$ cat config.mk
export PLATFORM = sky130hd
export DESIGN_NAME = seq_pattern_gen_flat
export DESIGN_NICKNAME = d
export VERILOG_FILES = /design/src/rtl/seq_pattern_gen_pkg.sv /design/src/rtl/seq_pattern_gen_if.sv /design/src/rtl/seq_piso.sv /design/src/rtl/seq_pattern_gen.sv /design/src/flat_wrapper.sv
export SDC_FILE = /design/constraint.sdc
export NUM_CORES = 1
export LEC_CHECK = 0
export BUFFER_PORTS_ARGS = -buffer_cell sky130_fd_sc_hd__buf_2
export CAP_MARGIN = 40
export CORE_ASPECT_RATIO = 0.8
export CORE_UTILIZATION = 46
export DETAILED_ROUTE_END_ITERATION = 8
export GPL_ROUTABILITY_DRIVEN = 0
export HOLD_SLACK_MARGIN = 0.15
export PLACE_DENSITY = 0.71
export SLEW_MARGIN = 20
export SYNTH_ARGS = -nofsm -noshare
export SYNTH_HDL_FRONTEND = slang
export SYNTH_HIERARCHICAL = 1
export SYNTH_SLANG_ARGS = --single-unit
$ cat constraint.sdc
create_clock -name clk -period 2 [get_ports clk]
set_clock_uncertainty 0.15 [all_clocks]
set_input_delay 0.3 -clock clk [delete_from_list [all_inputs] [get_ports clk]]
set_output_delay 0.3 -clock clk [all_outputs]
set_load 0.02 [all_outputs]
$ cat src/rtl/seq_pattern_gen_pkg.sv
// Shared types and helpers for the serial pattern transmitter.
// State encoding and default detector pattern live here so RTL and bench agree.
package seq_pattern_gen_pkg;

  typedef enum logic [1:0] {
    ST_IDLE  = 2'd0,
    ST_SHIFT = 2'd1,
    ST_GAP   = 2'd2
  } state_t;

  localparam logic [3:0] DEF_PAT_0110 = 4'b0110;

  // Counter width able to index 0..n-1; never narrower than one bit.
  function automatic int unsigned cnt_width(input int unsigned n);
    return (n <= 1) ? 1 : $clog2(n);
  endfunction

endpackage

$ cat src/rtl/seq_pattern_gen_if.sv
// Start handshake and serial output bundle of the pattern transmitter.
// master = requester / observer side, slave = transmitter side.
interface seq_pattern_gen_if #(
  parameter int PAT_LEN = 4,
  parameter int CNT_W   = 8
);
  logic               start_valid;
  logic               start_ready;
  logic [PAT_LEN-1:0] pattern;
  logic [CNT_W-1:0]   repeat_cnt;
  logic               abort;
  logic               sout;
  logic               sout_valid;
  logic               frame_start;
  logic               busy;
  logic               done;

  modport master (
    output start_valid, pattern, repeat_cnt, abort,
    input  start_ready, sout, sout_valid, frame_start, busy, done
  );

  modport slave (
    input  start_valid, pattern, repeat_cnt, abort,
    output start_ready, sout, sout_valid, frame_start, busy, done
  );
endinterface

$ cat src/rtl/seq_piso.sv
// Parallel-load, MSB-first shift register. Shifting rotates the MSB back into
// the LSB so the stored pattern survives for the next repetition.
module seq_piso #(
  parameter int PAT_LEN = 4
) (
  input  logic               clk,
  input  logic               rst_n,
  input  logic               load,
  input  logic               shift,
  input  logic [PAT_LEN-1:0] din,
  output logic               q_msb
);

  logic [PAT_LEN-1:0] q;

  // NOTE: sequential state uses non-blocking assignments so every register
  // samples pre-edge values, independent of statement order.
  always_ff @(posedge clk or negedge rst_n) begin
    if (!rst_n) begin
      q <= '0;
    end else if (load) begin
      q <= din;
    end else if (shift) begin
      q <= {q[PAT_LEN-2:0], q[PAT_LEN-1]};
    end
  end

  assign q_msb = q[PAT_LEN-1];

endmodule

$ cat src/rtl/seq_pattern_gen.sv
// Serial pattern transmitter: accepts a pattern and repeat count, shifts it out
// MSB-first R times with GAP_LEN idle bit-times between repetitions.
module seq_pattern_gen
  import seq_pattern_gen_pkg::*;
#(
  parameter int PAT_LEN  = 4,
  parameter int CNT_W    = 8,
  parameter int GAP_LEN  = 2,
  parameter bit IDLE_BIT = 1'b1
) (
  input logic              clk,
  input logic              rst_n,
  seq_pattern_gen_if.slave bus
);

  localparam int BIT_W = cnt_width(PAT_LEN);
  localparam int GAP_W = cnt_width(GAP_LEN);
  localparam logic [BIT_W-1:0] BIT_LAST = BIT_W'(PAT_LEN - 1);
  localparam logic [GAP_W-1:0] GAP_LAST = GAP_W'((GAP_LEN == 0) ? 0 : GAP_LEN - 1);
  localparam logic [CNT_W-1:0] ONE      = CNT_W'(1);

  state_t             state, state_d;
  logic [BIT_W-1:0]   bit_cnt;
  logic [GAP_W-1:0]   gap_cnt;
  logic [CNT_W-1:0]   rep_cnt;
  logic               accept, last_bit, more_reps, gap_end, new_frame;
  logic               sout_d, sout_valid_d, frame_start_d, busy_d, done_d;
  logic               q_msb;

  assign bus.start_ready = (state == ST_IDLE) && !bus.abort;
  assign accept          = bus.start_valid && bus.start_ready;
  assign last_bit        = (state == ST_SHIFT) && (bit_cnt == BIT_LAST);
  assign gap_end         = (state == ST_GAP) && (gap_cnt == GAP_LAST);
  assign more_reps       = rep_cnt > ONE;

  // Loaded pre-rotated by one: the first bit goes straight to sout on accept,
  // so q_msb always holds the bit due on the following edge.
  seq_piso #(.PAT_LEN(PAT_LEN)) u_piso (
    .clk   (clk),
    .rst_n (rst_n),
    .load  (accept),
    .shift (state_d == ST_SHIFT),
    .din   ({bus.pattern[PAT_LEN-2:0], bus.pattern[PAT_LEN-1]}),
    .q_msb (q_msb)
  );

  always_ff @(posedge clk or negedge rst_n) begin
    if (!rst_n) state <= ST_IDLE;
    else        state <= state_d;
  end

  // NOTE: every always_comb output gets a default first; a path that leaves
  // a variable unassigned would infer a latch.
  always_comb begin
    state_d = state;
    unique case (state)
      ST_IDLE:  if (accept) state_d = ST_SHIFT;
      ST_SHIFT: begin
        if (bus.abort)    state_d = ST_IDLE;
        else if (last_bit) begin
          if (!more_reps)       state_d = ST_IDLE;
          else if (GAP_LEN > 0) state_d = ST_GAP;
          else                  state_d = ST_SHIFT;
        end
      end
      ST_GAP: begin
        if (bus.abort)    state_d = ST_IDLE;
        else if (gap_end) state_d = ST_SHIFT;
      end
      default: state_d = ST_IDLE;
    endcase
  end

  always_comb begin
    new_frame     = accept || ((state_d == ST_SHIFT) && (last_bit || gap_end));
    sout_valid_d  = (state_d == ST_SHIFT);
    busy_d        = (state_d != ST_IDLE);
    frame_start_d = new_frame;
    done_d        = last_bit && !more_reps && !bus.abort;
    sout_d        = IDLE_BIT;
    if (accept)                    sout_d = bus.pattern[PAT_LEN-1];
    else if (state_d == ST_SHIFT)  sout_d = q_msb;
  end

  always_ff @(posedge clk or negedge rst_n) begin
    if (!rst_n) begin
      bit_cnt         <= '0;
      gap_cnt         <= '0;
      rep_cnt         <= ONE;
      bus.sout        <= IDLE_BIT;
      bus.sout_valid  <= 1'b0;
      bus.frame_start <= 1'b0;
      bus.busy        <= 1'b0;
      bus.done        <= 1'b0;
    end else begin
      if (accept)                 bit_cnt <= '0;
      else if (state == ST_SHIFT) bit_cnt <= last_bit ? '0 : bit_cnt + BIT_W'(1);

      if (state == ST_GAP) gap_cnt <= gap_cnt + GAP_W'(1);
      else                 gap_cnt <= '0;

      // A zero request still sends one frame; decrement stops at 1.
      if (accept)                       rep_cnt <= (bus.repeat_cnt == '0) ? ONE : bus.repeat_cnt;
      else if (last_bit && more_reps)   rep_cnt <= rep_cnt - ONE;

      bus.sout        <= sout_d;
      bus.sout_valid  <= sout_valid_d;
      bus.frame_start <= frame_start_d;
      bus.busy        <= busy_d;
      bus.done        <= done_d;
    end
  end

endmodule

$ cat src/flat_wrapper.sv
// flat-port wrapper written by rule: the top's interface ports become plain ports
module seq_pattern_gen_flat import seq_pattern_gen_pkg::*;
#(
  parameter int PAT_LEN  = 4,
  parameter int CNT_W    = 8,
  parameter int GAP_LEN  = 2,
  parameter bit IDLE_BIT = 1'b1
)
  (clk, rst_n, bus_start_valid, bus_pattern, bus_repeat_cnt, bus_abort, bus_start_ready, bus_sout, bus_sout_valid, bus_frame_start, bus_busy, bus_done);
  seq_pattern_gen_if #(.PAT_LEN(PAT_LEN), .CNT_W(CNT_W)) bus_i ();
  input logic clk;
  input logic rst_n;
  input wire logic [$bits(bus_i.start_valid)-1:0] bus_start_valid;
  input wire logic [$bits(bus_i.pattern)-1:0] bus_pattern;
  input wire logic [$bits(bus_i.repeat_cnt)-1:0] bus_repeat_cnt;
  input wire logic [$bits(bus_i.abort)-1:0] bus_abort;
  output wire logic [$bits(bus_i.start_ready)-1:0] bus_start_ready;
  output wire logic [$bits(bus_i.sout)-1:0] bus_sout;
  output wire logic [$bits(bus_i.sout_valid)-1:0] bus_sout_valid;
  output wire logic [$bits(bus_i.frame_start)-1:0] bus_frame_start;
  output wire logic [$bits(bus_i.busy)-1:0] bus_busy;
  output wire logic [$bits(bus_i.done)-1:0] bus_done;
  assign bus_i.start_valid = bus_start_valid;
  assign bus_i.pattern = bus_pattern;
  assign bus_i.repeat_cnt = bus_repeat_cnt;
  assign bus_i.abort = bus_abort;
  assign bus_start_ready = bus_i.start_ready;
  assign bus_sout = bus_i.sout;
  assign bus_sout_valid = bus_i.sout_valid;
  assign bus_frame_start = bus_i.frame_start;
  assign bus_busy = bus_i.busy;
  assign bus_done = bus_i.done;
  seq_pattern_gen #(.PAT_LEN(PAT_LEN), .CNT_W(CNT_W), .GAP_LEN(GAP_LEN), .IDLE_BIT(IDLE_BIT)) u_core (.clk(clk), .rst_n(rst_n), .bus(bus_i));
endmodule
==> impl_metrics.tcl, run 1 <==
set metrics [dict create \
    end_kind "flip-flop" \
    core-area_sq_mm 0.00223 \
    max_freq_mhz 480 \
    grt_max_degree 23 \
    setup_slack_ns -0.0823 \
    wl_per_cell_microns 15.3 \
    hold_viol_final 0 \
    ys_seq_area_share_pct 49.4 \
    ant_nets 0 \
    whs_ns 0.174 \
    worstPathCellList "inv_2 -> ha_4 -> nor2_4 -> o31a_1 -> mux2_4 -> a221o_1" \
    post-route-util_pct 73.7 \
    ys_warn_count 6 \
    synth_top_area_share_pct 44.7 \
    critPathKind "flip-flop to flip-flop" \
    numCtsBuffers 3 \
    viasPerCell 5.60 \
    hold_depth 4 \
    htree_levels 1 \
    outcome "finished, violations left" \
    synthCells 108 \
    hpwl_mm 1.79 \
    die_h_microns 46.1 \
    synth_most_common_cell "dfrtp_1" \
    io_pins 22 \
    min_period_over_period_pct 104 \
    synth_nets 127 \
    synthArstFlopShare_pct 100 \
    fp-row-count 15 \
    fin_tns_setup_ns -0.176 \
    syn_avg_cell_area_sq_um 10.4 \
    synth_common_cells "dfrtp_1, nor2_1, nand2_1" \
    antennaDiodeCount 0 \
    vias 1059 \
    synth-edff-count 0 \
    ctsLongestPathBuffers 2 \
    power_density_mw_per_mm2 1050 \
    min_to "u_core/rep_cnt[7]$_DFFE_PN0P_" \
    slew_violations 0 \
    r2r_end "u_core/rep_cnt[6]$_DFFE_PN0P_" \
    fin_crit_ns 2.08 \
    critPathArrivalTime_ns 2.13 \
    tightest_slew_ns 0.480 \
    worstHoldStart "bus_repeat_cnt[7]" \
    max_stage_delay_ns 0.58 \
    final_nets 184 \
    clk_latency_ns 0.32 \
    netlist_area_sq_mm 0.00112 \
    die_w_microns 57.1 \
    synth-main-ff-cell "dfrtp_1" \
    hp-class "primary input to flip-flop" \
    r2r-start "u_core/rep_cnt[0]$_DFFE_PN1P_" \
    reg2reg_slack_ns -0.08 \
    drt_iter0_markers 50 \
    clk_pin_slew_ns 0.13 \
    critPathLaunchType "flip-flop" \
    setup_violations 3 \
    ir_drop_v 0.000634 \
    ys_ff_latch 22 \
    grt_pass1_wl_mm 4.60 \
    port_buffers 21 \
    synth_area_leaders "dfrtp_1, mux2i_1, dfstp_2" \
    violations "design-rule violations, negative setup slack" \
    rsz0062_at_grt "true" \
    dieArea_sq_mm 0.00263 \
    syn_to_final_growth_pct 47.2 \
    dr.pass1.iters 6 \
    fillers 149 \
    maxCapViolCount 0 \
    root_buffer "clkbuf_4" \
    pre_cts_ws_ns -0.0142 \
    routed_wl_mm 2.89 \
    leakage_nw 0.768 \
    slew_headroom_pct 68.0 \
    grt_pass1_vias 995 \
    worstRegToRegCells 6 \
    drive_above_1_share_pct 37.8 \
    synth_top_cell_by_area "dfrtp_1" \
    cts.sinks 22 \
    cp_slowest_cell "dfstp_2" \
    grt_usage_pct 24.0 \
    cts_tree "built" \
    required_ns 2.05 \
    cp_max_fo 3 \
    drc_errors 4 \
    antenna_found_initial 0 \
    synth.distinct_cells 38 \
    initial_utilization_pct 50.1 \
    gr-total-overflow 0 \
]
[flip-flops by register name (all words and copies together) (netlist names)]
register / cells
u_core/bus.frame_start: 1
u_core/bit_cnt: 2
u_core/bus.done: 1
u_core/gap_cnt: 1
u_core/u_piso/q: 4
u_core/bus.sout: 1
u_core/bus.busy: 1
u_core/state: 2
u_core/bus.sout_valid: 1
u_core/rep_cnt: 8
[repair_timing]
action,CTS,global route
hold endpoints to repair,36,0
pin swaps,3,3
hold buffers,13,0
buffers inserted,2,2
endpoints found under the setup margin,4,7
gates resized for setup,5,7
[power breakdown]
| part | total [W] | switching, W | leakage, nW | internal (W) |
|---|---|---|---|---|
| registers | 0.000637 | 0.0000680 | 0.276 | 0.000569 |
| clock network | 0.000345 | 0.000142 | 0.0279 | 0.000203 |
| logic | 0.000742 | 0.000371 | 0.464 | 0.000371 |
[how the worst max path moves through the flow]
stage,start,to,slack (ns),cells past startpoint
after global placement,u_core/rep_cnt[0]$_DFFE_PN1P_,u_core/rep_cnt[7]$_DFFE_PN0P_,-0.008,6
after global routing,u_core/rep_cnt[0]$_DFFE_PN1P_,u_core/rep_cnt[5]$_DFFE_PN0P_,-0.11,6
after detailed placement,u_core/rep_cnt[0]$_DFFE_PN1P_,u_core/rep_cnt[7]$_DFFE_PN0P_,-0.01,6
after CTS,u_core/rep_cnt[0]$_DFFE_PN1P_,u_core/rep_cnt[6]$_DFFE_PN0P_,-0.02,6
after floorplan,u_core/rep_cnt[0]$_DFFE_PN1P_,u_core/rep_cnt[6]$_DFFE_PN0P_,0.002,6
final,u_core/rep_cnt[0]$_DFFE_PN1P_,u_core/rep_cnt[6]$_DFFE_PN0P_,-0.08,6
[worst max-delay path, delay by kind of cell (launching register included)]
kind            cells  cell delay (ns)
flops               1             0.58
compound gates      2             0.54
mux                 1             0.33
fa+ha+maj           1             0.16
simple gates        1             0.14
buf+inv             1             0.05
[logic make-up (layout without fill, tap and decap cells)]
group,count (synthesis),after routing,share of synthesized area [%]
DFF,22,22,49.4
buffers and inverters,8,64,3.58
muxes,8,8,7.38
adders and majority gates,3,3,3.36
and+or+nand+nor,44,44,20.5
AOI/OAI and AO/OA,23,23,15.8
[cell type report]
class	instances	area [sq um]	share of cell area, %
multi-input combinational	78	584	35.5
inverter	4	15.0	0.912
clock inverter	1	30.0	1.82
timing repair buffer	56	410	24.9
clock buffer	3	22.5	1.37
sequential	22	553	33.6
tap	25	31.3	1.90
[metrics by stage]
stage	std cells	power, W	instance area, sq um
after floorplan	108	0.00101	1140
after global placement	168	0.00123	1390
after detailed placement	168	0.00124	1390
after CTS	187	0.00165	1600
after global routing	189	0.00182	1650
final	189	0.00172	1650
[cell usage in the layout (no fill, tap or decap), types with 2 or more instances in the layout]
master | netlist | final
buf_2 | 2 | 20
o211ai_1 | 2 | 2
buf_6 | 1 | 2
dfrtp_1 | 20 | 20
or4_1 | 2 | 2
ha_1 | 3 | 2
buf_4 | 0 | 21
dfstp_2 | 2 | 2
clkbuf_4 | 0 | 3
o21ai_0 | 2 | 2
nor4_1 | 2 | 2
a21oi_1 | 2 | 2
nor2_1 | 10 | 9
inv_1 | 3 | 2
mux2_4 | 0 | 2
dlygate4sd3_1 | 0 | 13
a32oi_1 | 2 | 2
nand3_1 | 6 | 6
inv_2 | 1 | 2
o21ai_1 | 4 | 4
a221o_1 | 2 | 2
mux2i_1 | 6 | 6
or3_4 | 1 | 2
nor3_1 | 7 | 5
nand2_1 | 8 | 8
nor3_2 | 0 | 2
nand2b_1 | 3 | 3
[per-layer routing]
layer | share of wire, % | GRT usage [%]
met1 | 45 | 32.2
met2 | 48 | 41.2
met3 | 5.2 | 5.06
met4 | 1.2 | 4.39
met5 | 0 | 0
(Power assumes the default switching activity.)
==> run 2, diff against run 1 <==
CTS_BUF_LIST = sky130_fd_sc_hd__clkbuf_16   (was unset)
CTS_CLUSTER_SIZE = 10   (was unset)
==> impl_metrics.tcl, run 2 (synthesized netlist as in run 1, its figures left out) <==
set metrics [dict create \
    fin_crit_ns 2.07 \
    setup.worst_path.start "u_core/rep_cnt[0]$_DFFE_PN1P_" \
    critPathTopFamily "simple AND/OR/NAND/NOR gates" \
    ant_nets 0 \
    syn_to_final_growth_pct 45.1 \
    slew_violations 0 \
    cts_tree "built" \
    gr-total-overflow 0 \
    clk_latency_ns 0.25 \
    end_kind "flip-flop" \
    die_h_microns 46.1 \
    required_ns 1.99 \
    cp_max_fo 6 \
    cp_slowest_cell "dfstp_2" \
    drt_iter0_markers 45 \
    core-area_sq_mm 0.00223 \
    io_pins 22 \
    fillers 160 \
    numCtsBuffers 3 \
    drc_errors 4 \
    largest_reg_flops 8 \
    slew_headroom_pct 68.0 \
    antennaDiodeCount 0 \
    grt_max_degree 23 \
    maxCapViolCount 0 \
    port_buffers 21 \
    initial_utilization_pct 50.1 \
    power_density_mw_per_mm2 1170 \
    grt_usage_pct 25.3 \
    cp_num_cells 6 \
    hp-class "primary input to flip-flop" \
    min_period_over_period_pct 104 \
    violations "design-rule violations, negative setup slack" \
    hpwl_mm 1.79 \
    crit_buf_inv 1 \
    leakage_nw 0.759 \
    ctsLongestPathBuffers 2 \
    grt_pass1_wl_mm 4.77 \
    dieArea_sq_mm 0.00263 \
    r2r-start "u_core/rep_cnt[0]$_DFFE_PN1P_" \
    critPathArrivalTime_ns 2.06 \
    max_freq_mhz 483 \
    routed_wl_mm 2.89 \
    worstPathCellList "inv_2 -> ha_4 -> nor2_4 -> o31ai_4 -> or4_4 -> a31o_1" \
    wl_per_cell_microns 15.9 \
    setup_violations 3 \
    antenna_found_initial 0 \
    tightest_slew_ns 0.479 \
    clk_pin_slew_ns 0.06 \
    outcome "finished, violations left" \
    die_w_microns 57.1 \
    rsz0062_at_grt "true" \
    htree_levels 1 \
    top_register "u_core/rep_cnt" \
    critPathLaunchType "flip-flop" \
    viasPerCell 5.60 \
    cts.sinks 22 \
    hold_depth 3 \
    ir_drop_v 0.000718 \
    endpoint "u_core/rep_cnt[7]$_DFFE_PN0P_" \
    worstRegToRegCells 6 \
    critPathKind "flip-flop to flip-flop" \
    most-common-layout-cells "buf_2, dfrtp_1, buf_4, nor2_1" \
    hold_viol_final 0 \
    setup_slack_ns -0.0705 \
    vias 1019 \
    grt_pass1_vias 999 \
    drive_above_1_share_pct 38.2 \
    total_power_w 0.00189 \
    layout_commonest_cell "buf_2" \
    reg2reg_slack_ns -0.07 \
    r2r_end "u_core/rep_cnt[7]$_DFFE_PN0P_" \
    top_regs "u_core/rep_cnt (8), u_core/u_piso/q (4)" \
    dr.pass1.iters 6 \
    root_buffer "clkbuf_16" \
    fp-row-count 15 \
    final_nets 177 \
    pre_cts_ws_ns -0.0142 \
    max_stage_delay_ns 0.56 \
]
-- run 2: changes by cell type in the layout (fill, tap and decap cells not counted), moves of 2 or more --
cell / delta
buf_4: -2
dlygate4sd3_1: -5
clkbuf_16: +3
clkbuf_4: -3
-- run 2: power by group --
group / internal, W / switching, W / leakage [nW] / total (W)
Sequential: 0.000571 / 0.0000730 / 0.276 / 0.000644
Clock: 0.000397 / 0.000161 / 0.0511 / 0.000558
Combinational: 0.000341 / 0.000351 / 0.431 / 0.000692
-- run 2: how the worst min path moves through the flow --
| stage | startpoint | to | slack, ns |
|---|---|---|---|
| 2_1_floorplan | rst_n | u_core/bit_cnt[0]$_DFFE_PN0P_ | -0.15 |
| 3_3_place_gp | rst_n | u_core/rep_cnt[1]$_DFFE_PN0P_ | 0.14 |
| 3_5_place_dp | rst_n | u_core/rep_cnt[1]$_DFFE_PN0P_ | 0.14 |
| 4_1_cts | bus_repeat_cnt[1] | u_core/rep_cnt[1]$_DFFE_PN0P_ | 0.15 |
| 5_1_grt | bus_repeat_cnt[6] | u_core/rep_cnt[6]$_DFFE_PN0P_ | 0.18 |
| 6_report | bus_repeat_cnt[1] | u_core/rep_cnt[1]$_DFFE_PN0P_ | 0.16 |
-- run 2: repair_timing --
action | in CTS | in global routing
resized for setup | 6 | 4
hold endpoints to repair | 27 | 0
pin swaps | 3 | 1
setup endpoints to repair | 3 | 5
setup buffers | 2 | 0
hold buffers | 8 | 0
-- run 2: cell type report --
type                    instances  area [sq um]  share of cell area [%]
clock buffers                   3          75.1                    4.63
clock inverters                 1          30.0                    1.85
inverters                       4          15.0                   0.925
multi-input cells              78           579                    35.7
flip-flops and latches         22           553                    34.1
well taps                      25          31.3                    1.93
repair buffers                 49           339                    20.9
-- run 2: tightest hold or removal path: stages --
cell,delay (ns)
buf_2,0.09
nand2_1,0.05
o211ai_1,0.08
-- run 2: stage by stage --
step / util, % / instance area, sq um / instances / hold slack (ns) / TNS (ns)
floorplan: - / 1140 / 108 / -0.146 / 0
global placement: 62.0 / 1390 / 168 / 0.136 / -0.00804
detailed placement: 62.0 / 1390 / 168 / 0.143 / -0.0394
CTS: 72.0 / 1610 / 182 / 0.153 / -0.0316
global route: 72.7 / 1620 / 182 / 0.176 / -0.339
finish: 72.7 / 1620 / 182 / 0.157 / -0.149
-- run 2: per-layer routing --
metal	track usage, %	vias to the layer above	part of all wire [%]
met4	7.32	0	1.7
met3	5.62	4	5.9
met5	0	-	0
li1	-	501	-
met2	44.2	35	47
met1	32.2	479	46
==> run 3, diff against run 2 <==
CELL_PAD_IN_SITES_DETAIL_PLACEMENT = 0   (was unset)
CELL_PAD_IN_SITES_GLOBAL_PLACEMENT = 1   (was unset)
CORE_UTILIZATION = 37   (was 46)
GPL_TIMING_DRIVEN = 0   (was unset)
PLACE_DENSITY = unset   (was 0.71)
PLACE_DENSITY_LB_ADDON = 0.1   (was unset)
==> impl_metrics.tcl, run 3 (synthesized netlist as in run 1, its figures left out) <==
set metrics [dict create \
    min_period_over_period_pct 103 \
    drt_iter0_markers 45 \
    die_w_microns 63.5 \
    max_stage_delay_ns 0.42 \
    largest_reg_flops 8 \
    gr-total-overflow 0 \
    antennaDiodeCount 0 \
    io_pins 22 \
    routed_wl_mm 2.76 \
    syn_to_final_growth_pct 41.8 \
    slew_violations 0 \
    top_register "u_core/rep_cnt" \
    slew_headroom_pct 65.8 \
    dieArea_sq_mm 0.00325 \
    worstPathCellList "or3_4 -> o31a_1 -> mux2_4 -> a221o_1" \
    grt_usage_pct 18.3 \
    numCtsBuffers 3 \
    setup_violations 2 \
    cp_max_fo 3 \
    required_ns 1.99 \
    cp_slowest_cell "or3_4" \
    end_kind "flip-flop" \
    initial_utilization_pct 39.8 \
    max_freq_mhz 484 \
    leakage_nw 0.727 \
    critPathKind "flip-flop to flip-flop" \
    clk_pin_slew_ns 0.06 \
    most-common-layout-cells "buf_2, dfrtp_1, buf_4, dlygate4sd3_1, nor2_1" \
    final_nets 173 \
    tightest_slew_ns 0.513 \
    layout_commonest_cell "buf_2" \
    core-area_sq_mm 0.00281 \
    antenna_found_initial 0 \
    top_regs "u_core/rep_cnt (8), u_core/u_piso/q (4)" \
    viasPerCell 5.25 \
    outcome "finished, violations left" \
    rsz0062_at_grt "true" \
    ir_drop_v 0.000519 \
    violations "negative setup slack" \
    maxCapViolCount 0 \
    power_density_mw_per_mm2 1070 \
    dr.pass1.iters 4 \
    grt_max_degree 23 \
    port_buffers 21 \
    setup_slack_ns -0.0656 \
    htree_levels 1 \
    cts.sinks 22 \
    vias 1003 \
    fp-row-count 17 \
    ctsLongestPathBuffers 2 \
    drc_errors 0 \
    hpwl_mm 1.74 \
    cts_tree "built" \
    root_buffer "clkbuf_16" \
    whs_ns 0.166 \
    hold_viol_final 0 \
    grt_pass1_wl_mm 4.49 \
    die_h_microns 51.2 \
    critPathLaunchType "flip-flop" \
    grt_pass1_vias 979 \
    fin_crit_ns 2.07 \
    critPathArrivalTime_ns 2.05 \
    clk_latency_ns 0.25 \
    fillers 282 \
    ant_nets 0 \
    wl_per_cell_microns 14.5 \
    drive_above_1_share_pct 33.3 \
    pre_cts_ws_ns -0.159 \
    hp-class "primary input to flip-flop" \
]
-- run 3: timing repair --
action / 4_1_cts / 5_1_grt
setup buffers: 8 / 3
resized for setup: 8 / 2
setup endpoints to repair: 15 / 5
pin swaps: 4 / 1
hold buffers: 9 / 1
endpoints found under the hold margin: 28 / 1
-- run 3: report_power, final --
group | switching [W] | internal [W] | leakage (nW)
Sequential | 0.0000904 | 0.000571 | 0.276
Clock | 0.000156 | 0.000267 | 0.0385
Combinational | 0.000303 | 0.000309 | 0.412
-- run 3: final cells by class --
class | count | area (sq um) | area share (%)
clock buffers | 3 | 75.1 | 4.73
inverters | 4 | 15.0 | 0.946
well taps | 38 | 47.5 | 3.00
clock inverters | 1 | 3.75 | 0.237
flip-flops and latches | 22 | 553 | 34.9
multi-input cells | 78 | 574 | 36.2
plain buffers | 3 | 30.0 | 1.89
repair buffers | 42 | 288 | 18.1
-- run 3: final timing paths --
| kind | start | to | slack [ns] | depth (start not counted) |
|---|---|---|---|---|
| max in group asynchronous | rst_n | u_core/bus.sout$_DFF_PN1_ | 0.94 | 2 |
| max reg2reg | u_core/rep_cnt[4]$_DFFE_PN0P_ | u_core/rep_cnt[6]$_DFFE_PN0P_ | -0.07 | 4 |
| min in group asynchronous | rst_n | u_core/rep_cnt[2]$_DFFE_PN0P_ | 0.40 | 2 |
| min reg2reg | u_core/bit_cnt[1]$_DFFE_PN0P_ | u_core/bit_cnt[1]$_DFFE_PN0P_ | 0.38 | 2 |
| min | bus_abort | u_core/bus.frame_start$_DFF_PN0_ | 0.17 | 2 |
| max | u_core/rep_cnt[4]$_DFFE_PN0P_ | u_core/rep_cnt[6]$_DFFE_PN0P_ | -0.07 | 4 |
-- run 3: worst max-delay path: cells and delay by family, from the launching register on --
| family | cells | cell delay, ns |
|---|---|---|
| DFF | 1 | 0.39 |
| muxes | 1 | 0.32 |
| AOI/OAI and AO/OA | 2 | 0.66 |
| and+or+nand+nor | 1 | 0.42 |
-- run 3: per-layer routing --
metal  share of wire, %  global-route usage, %  wire length, microns  vias to the layer above
li1                   -                      -                     -                      494
met1                 52                   24.2                  1450                      483
met2                 43                   29.4                  1190                       24
met3                3.9                   4.91                   107                        2
met4               0.51                   5.68                    14                        0
met5                  0                      0                     0                        -
-- run 3: stage by stage --
step | utilization, % | cell area, sq um | std cells | total power [W] | setup TNS (ns)
floorplan | - | 1140 | 108 | 0.00101 | 0
CTS | 55.1 | 1550 | 187 | 0.00167 | -0.0522
global placement | 46.0 | 1290 | 167 | 0.00112 | -1.26
finish | 56.5 | 1590 | 191 | 0.00170 | -0.126
detailed placement | 46.0 | 1290 | 167 | 0.00113 | -1.31
global route | 56.5 | 1590 | 191 | 0.00182 | -0.302
